==> config.mk <==
export PLATFORM = sky130hd
export DESIGN_NAME = multicycle_control
export DESIGN_NICKNAME = d
export VERILOG_FILES = /design/src/rtl/multicycle_control_pkg.sv /design/src/rtl/control_out_decode.sv /design/src/rtl/multicycle_control.sv
export SDC_FILE = /design/constraint.sdc
export NUM_CORES = 1
export LEC_CHECK = 0
export BUFFER_PORTS_ARGS = -buffer_cell sky130_fd_sc_hd__buf_2
export CELL_PAD_IN_SITES_DETAIL_PLACEMENT = 0
export CELL_PAD_IN_SITES_GLOBAL_PLACEMENT = 1
export CORE_ASPECT_RATIO = 0.6
export CORE_MARGIN = 2
export CORE_UTILIZATION = 34
export CTS_BUF_LIST = sky130_fd_sc_hd__clkbuf_2
export DETAILED_ROUTE_END_ITERATION = 10
export GPL_ROUTABILITY_DRIVEN = 1
export GPL_TIMING_DRIVEN = 0
export PLACE_DENSITY_LB_ADDON = 0.12
export SLEW_MARGIN = 20
export SYNTH_ARGS = -nofsm -noshare
export SYNTH_HDL_FRONTEND = slang
export SYNTH_SLANG_ARGS = --single-unit
export TNS_END_PERCENT = 50
==> constraint.sdc <==
create_clock -name clk -period 1.6 [get_ports clk]
set_input_delay 0.16 -clock clk [delete_from_list [all_inputs] [get_ports clk]]
set_output_delay 0.16 -clock clk [all_outputs]
set_load 0.01 [all_outputs]
==> src/rtl/multicycle_control_pkg.sv <==
// Shared encodings for the multicycle controller: states, opcodes, ALU classes.
package multicycle_control_pkg;

    typedef enum logic [3:0] {
        StFetch   = 4'd0,
        StDecode  = 4'd1,
        StMemAdr  = 4'd2,
        StMemRd   = 4'd3,
        StMemWb   = 4'd4,
        StMemWr   = 4'd5,
        StExecute = 4'd6,
        StAluWb   = 4'd7,
        StBranch  = 4'd8,
        StAddiEx  = 4'd9,
        StAddiWb  = 4'd10,
        StJump    = 4'd11
    } state_t;

    localparam logic [5:0] OpRtype = 6'b000000;
    localparam logic [5:0] OpLw    = 6'b100011;
    localparam logic [5:0] OpSw    = 6'b101011;
    localparam logic [5:0] OpBeq   = 6'b000100;
    localparam logic [5:0] OpBne   = 6'b000101;
    localparam logic [5:0] OpAddi  = 6'b001000;
    localparam logic [5:0] OpJ     = 6'b000010;

    localparam logic [1:0] AluAdd   = 2'b00;
    localparam logic [1:0] AluSub   = 2'b01;
    localparam logic [1:0] AluRtype = 2'b10;

    function automatic logic op_is_legal(input logic [5:0] opcode);
        return (opcode == OpRtype) || (opcode == OpLw) || (opcode == OpSw) ||
               (opcode == OpBeq) || (opcode == OpBne) || (opcode == OpAddi) ||
               (opcode == OpJ);
    endfunction

endpackage

==> src/rtl/control_out_decode.sv <==
// State -> control word decode for the multicycle controller (purely combinational).
module control_out_decode
    import multicycle_control_pkg::*;
(
    input  logic [3:0] state,
    input  logic [5:0] opreg,
    input  logic [5:0] op,
    input  logic       memReady,
    input  logic       reset,
    output logic       pcWrite,
    output logic       irWrite,
    output logic       regWrite,
    output logic       memWrite,
    output logic       iorD,
    output logic       aluSrcA,
    output logic       regDst,
    output logic       memtoReg,
    output logic [1:0] aluSrcB,
    output logic [1:0] pcSrc,
    output logic [1:0] aluOp,
    output logic       branch,
    output logic       branchNe,
    output logic       illegalOp
);

    // Decode the control word for the current state; everything defaults to 0.
    always_comb begin
        pcWrite   = 1'b0;
        irWrite   = 1'b0;
        regWrite  = 1'b0;
        memWrite  = 1'b0;
        iorD      = 1'b0;
        aluSrcA   = 1'b0;
        regDst    = 1'b0;
        memtoReg  = 1'b0;
        aluSrcB   = 2'b00;
        pcSrc     = 2'b00;
        aluOp     = AluAdd;
        branch    = 1'b0;
        branchNe  = 1'b0;
        illegalOp = 1'b0;
        case (state)
            StFetch: begin
                aluSrcB = 2'b01;
                irWrite = memReady;
                pcWrite = memReady;
            end
            StDecode: begin
                aluSrcB = 2'b11;
                // op comes straight from the instruction register, stable this cycle
                illegalOp = !op_is_legal(op);
            end
            StMemAdr, StAddiEx: begin
                aluSrcA = 1'b1;
                aluSrcB = 2'b10;
            end
            StMemRd: iorD = 1'b1;
            StMemWb: begin
                memtoReg = 1'b1;
                regWrite = 1'b1;
            end
            StMemWr: begin
                iorD     = 1'b1;
                memWrite = 1'b1;
            end
            StExecute: begin
                aluSrcA = 1'b1;
                aluOp   = AluRtype;
            end
            StAluWb: begin
                regDst   = 1'b1;
                regWrite = 1'b1;
            end
            StBranch: begin
                aluSrcA  = 1'b1;
                aluOp    = AluSub;
                pcSrc    = 2'b01;
                branch   = (opreg == OpBeq);
                branchNe = (opreg == OpBne);
            end
            StAddiWb: regWrite = 1'b1;
            StJump: begin
                pcSrc   = 2'b10;
                pcWrite = 1'b1;
            end
            default: ;
        endcase
        // Reset masks every side effect, even before the state register clears.
        if (reset) begin
            pcWrite   = 1'b0;
            irWrite   = 1'b0;
            regWrite  = 1'b0;
            memWrite  = 1'b0;
            illegalOp = 1'b0;
        end
    end

endmodule

==> src/rtl/multicycle_control.sv <==
// Multicycle MIPS-style main controller: state register, opcode latch, next-state logic.
module multicycle_control
    import multicycle_control_pkg::*;
(
    input  logic       clk,
    input  logic       reset,
    input  logic [5:0] op,
    input  logic       memReady,
    output logic       pcWrite,
    output logic       irWrite,
    output logic       regWrite,
    output logic       memWrite,
    output logic       iorD,
    output logic       aluSrcA,
    output logic       regDst,
    output logic       memtoReg,
    output logic [1:0] aluSrcB,
    output logic [1:0] pcSrc,
    output logic [1:0] aluOp,
    output logic       branch,
    output logic       branchNe,
    output logic       illegalOp,
    output logic [3:0] state
);

    state_t     state_q, state_d;
    logic [5:0] opreg_q, opreg_d;

    // State and latched opcode registers with synchronous reset.
    always_ff @(posedge clk) begin
        if (reset) begin
            state_q <= StFetch;
            opreg_q <= 6'b000000;
        end else begin
            state_q <= state_d;
            opreg_q <= opreg_d;
        end
    end

    // Next-state selection and opcode capture in DECODE.
    always_comb begin
        state_d = state_q;
        opreg_d = opreg_q;
        case (state_q)
            StFetch:  state_d = memReady ? StDecode : StFetch;
            StDecode: begin
                opreg_d = op;
                case (op)
                    OpLw, OpSw:   state_d = StMemAdr;
                    OpRtype:      state_d = StExecute;
                    OpBeq, OpBne: state_d = StBranch;
                    OpAddi:       state_d = StAddiEx;
                    OpJ:          state_d = StJump;
                    default:      state_d = StFetch;
                endcase
            end
            StMemAdr: begin
                if (opreg_q == OpLw) begin
                    state_d = StMemRd;
                end else if (opreg_q == OpSw) begin
                    state_d = StMemWr;
                end else begin
                    state_d = StFetch;
                end
            end
            StMemRd:   state_d = memReady ? StMemWb : StMemRd;
            StMemWr:   state_d = memReady ? StFetch : StMemWr;
            StExecute: state_d = StAluWb;
            StAddiEx:  state_d = StAddiWb;
            StMemWb, StAluWb, StBranch, StAddiWb, StJump: state_d = StFetch;
            default:   state_d = StFetch;
        endcase
    end

    assign state = state_q;

    control_out_decode u_decode (
        .state     (state_q),
        .opreg     (opreg_q),
        .op        (op),
        .memReady  (memReady),
        .reset     (reset),
        .pcWrite   (pcWrite),
        .irWrite   (irWrite),
        .regWrite  (regWrite),
        .memWrite  (memWrite),
        .iorD      (iorD),
        .aluSrcA   (aluSrcA),
        .regDst    (regDst),
        .memtoReg  (memtoReg),
        .aluSrcB   (aluSrcB),
        .pcSrc     (pcSrc),
        .aluOp     (aluOp),
        .branch    (branch),
        .branchNe  (branchNe),
        .illegalOp (illegalOp)
    );

endmodule

==> metrics.md <==
| Metric | Value |
|---|---|
| Worst Hold Class | in -> reg |
| Design area | about 1200 um2 |
| Crit path cell chain | or4b_4, nor4b_4, buf_2 |
| Port buffer count | 28 |
| RSZ-0062 raised after global routing | true |
| Minimum clock period | about 1.7 ns |
| Netlist cell types | 32 |
| XOR/XNOR share of the synthesized area | 2.215% |
| Synth Area in Adders | 0% |
| Final Hold Viols | 0 |
| Yosys warnings | 0 |
| Met1 usage | between 30% and 40% |
| Startpoint class of the critical path | flop |
| Buf/Inv on CP | 1 |
| Compound-Gate Fraction of Synth Area | 20.09% |
| Ys async rst share | 0% |
| Filler cells | 230 |
| Max Clk Rate | 581.5 MHz |
| H-tree Lvls | 1 |
| Count leader, synth | nand2_1 |
| Cell area after synthesis | 790.8 um2 |
| P&R area growth vs syn | 48.26% |
| Crit Path Category | reg -> out |
| CTS tree | done |
| Vias per std cell | between 5 and 6 |
| Worst EP required | 1.44 ns |
| Congestion Overflow GR | 0 |
| Syn Area/Cell | 7.189 um2 |
| Setup violators final | 3 |
| Die area | 2740 um2 |
| Final Power | 536.4 uW |
| Vias | 995 |
| Root Buffer | clkbuf_2 |
| P per Cell Area | 457.6 nW/um2 |
| EDFF count, synth | 0 |
| Worst Hold Path EP | opreg_q[5] |
| Clk_lat worst skew | between 0.2 and 0.3 ns |
| Maximum VDD drop | 0.2474 mV |
| Leakage | approximately 0.00051 uW |
| Main synth FF type | dfxtp_1 |
| Worst Path Arrival | 1.56 ns |
| Worst Clk Skew | between 0.002 and 0.0025 ns |
| Worst hold slack | ~0.18 ns |
| Clock Tree Buf Depth | 2 |
| Area leader, netlist | dfxtp_1 |
| #FFs+latches synth | 10 |
| Final Worst Setup Slack | -0.1198 ns |
| Post-Synth Simple-Gate Area | 43.20% |
| Number of global-route vias before repair | 811 |
| Max-slew violation count | 0 |
| DRT Pass-1 Iters | 4 |
| Crit. End Element | output pin |
| Area after detailed placement | approximately 970 um2 |
| Largest net degree at the start of global routing | 11 |
| HP Start | op[5] |
| Max-cap violations | 0 |
| Diode count | 0 |
| Met3 usage | 6.989% |
| R2R Path End | state[0] |
| Slowest CP cell | or4b_4 |
| Worst Hold Depth | 3 |
| Met2 GRT Util | between 20% and 30% |
| Hpwl dp | around 1.8 mm |
| Largest family of logic cells by synthesized area | simple AND/OR/NAND/NOR gates |
| Synth cell count leaders | nand2_1 (15), a21oi_1 (12), nor3_1 (12), dfxtp_1 (10), nor2_1 (7) |
| Routed wire per std cell | 14.60 um |
| Core Area | 2180 um2 |
| R2R Setup Slk | 0.04 ns |
| R2r startpoint | state[2] |
| Gr busiest metal | met1 |
| Mux cell area share after synthesis | 1.266% |
| Mapped Cells | 110 |
| Ranking of synthesized cells by area | dfxtp_1 (25%), a21oi_1 (7.6%), nor3_1 (7.6%), nand2_1 (7.1%), nand2b_1 (4.0%) |
| Outcome | complete, but fails checks |
| Num ports | 30 |
| Relative slew slack | 62.65% |
| Largest stage delay, worst path | 0.56 ns |
| Chip height | between 40 and 50 um |
| CP top delay family | simple AND/OR/NAND/NOR gates |
| First-pass GRT wire length | 3.912 mm |
| Final period util | 107.5% |
| Top cell type's share of synthesized area | between 20% and 30% |
| GPL Wtd Cong | 0.7859 |
| Fraction of layout cells with a size suffix above 1 | 44.37% |
| Crit Path Max Fanout | 3 |
| Clk slew on worst S/H paths | 0.11 ns |
| Nets | roughly 160 |
| Die width | 66.26 um |
| Worst Reg-to-Reg Cells | 5 |
| Register area share after synthesis | 25.32% |
| GRT Util Overall | 19.95% |
| Area of the multi-input gates | roughly 600 um2 |
| Antenna violations before repair | 0 |
| Final wirelength | 2.642 mm |
| Rows | 13 |
| Initial Utilization | 36.28% |
| Detailed Route Iter0 Violations | 42 |
| Cts bufs inserted | 3 |
| Detail Route Antenna Nets | 0 |
| Drt drc | 0 |
| CTS Sinks | 10 |
| Syn Nets | 119 |
| Register area | 212.7 um2 |
| Failing checks | negative setup slack |
| Least-Margin Pin Slew | 0.5603 ns |
[layout make-up]
class,count,area share (%)
plain buffers,6,4.482
repair buffers,40,20.60
clock inverters,1,0.3202
multi-input cells,88,51.01
clock buffers,3,1.281
inverters,3,0.9605
well taps,30,3.202
flip-flops and latches,10,18.14
[placed cells by master, fill, tap and decap left out, types with 6 or more instances in the layout]
cell type	netlist	layout
buf_2	2	28
nor3_1	12	9
dfxtp_1	10	6
nor2_1	7	6
nand2_1	15	14
buf_4	0	12
a21oi_1	12	11
[flip-flops by register name, indices dropped and copies added (netlist names)]
| register | flops |
|---|---|
| opreg_q | 6 |
| state | 4 |
[metrics by stage]
stage                     util, %  cells  setup slack, ns   TNS, ns
final                       53.79    181          -0.1198   -0.1410
after global routing        53.79    181          -0.2108   -0.9392
after CTS                   49.48    176          -0.1563   -0.1685
after detailed placement    44.66    168         -0.04144  -0.06937
after global placement      44.66    168         -0.03118  -0.05265
after floorplan                 -    110          0.01573         0
[repair_timing]
action                     in CTS  in global routing
setup buffers                   6                  6
pin swaps                       4                  4
gates cloned                    0                  0
setup endpoints to repair      14                 12
hold buffers                    0                  0
gates resized for setup        22                 16
[tightest hold or removal path, stage by stage]
cell,delay [ns]
buf_2,0.13
nand2_1,0.06
a21oi_1,0.05
[logic make-up (layout without fill, tap and decap cells)]
group           after synthesis  in the layout
compound gates               27             27
xor+xnor                      2              2
buf+inv                      12             53
flops                        10             10
mux                           1              1
simple gates                 58             58
[routing by layer]
metal / part of all wire (%) / routed length [um]
met1: 51 / 1355
met4: 0 / 0
met2: 39 / 1032
met5: 0 / 0
met3: 9.6 / 254
[report_power, final]
| part | internal (uW) | switching (uW) |
|---|---|---|
| combinational | 51.5 | 71.6 |
| clock | 54.3 | 93.4 |
| sequential | 254 | 11.3 |
| total | 360 | 176 |
[worst max path at each step]
stage,from,endpoint,slack [ns],depth (start not counted)
final,state[2],illegalOp,-0.12,3
after global routing,state[2],illegalOp,-0.21,3
after CTS,state[2],illegalOp,-0.16,3
after detailed placement,state[1],illegalOp,-0.04,4
after global placement,state[1],illegalOp,-0.03,4
after floorplan,state[2],illegalOp,0.02,4
(Power assumes the default switching activity.)
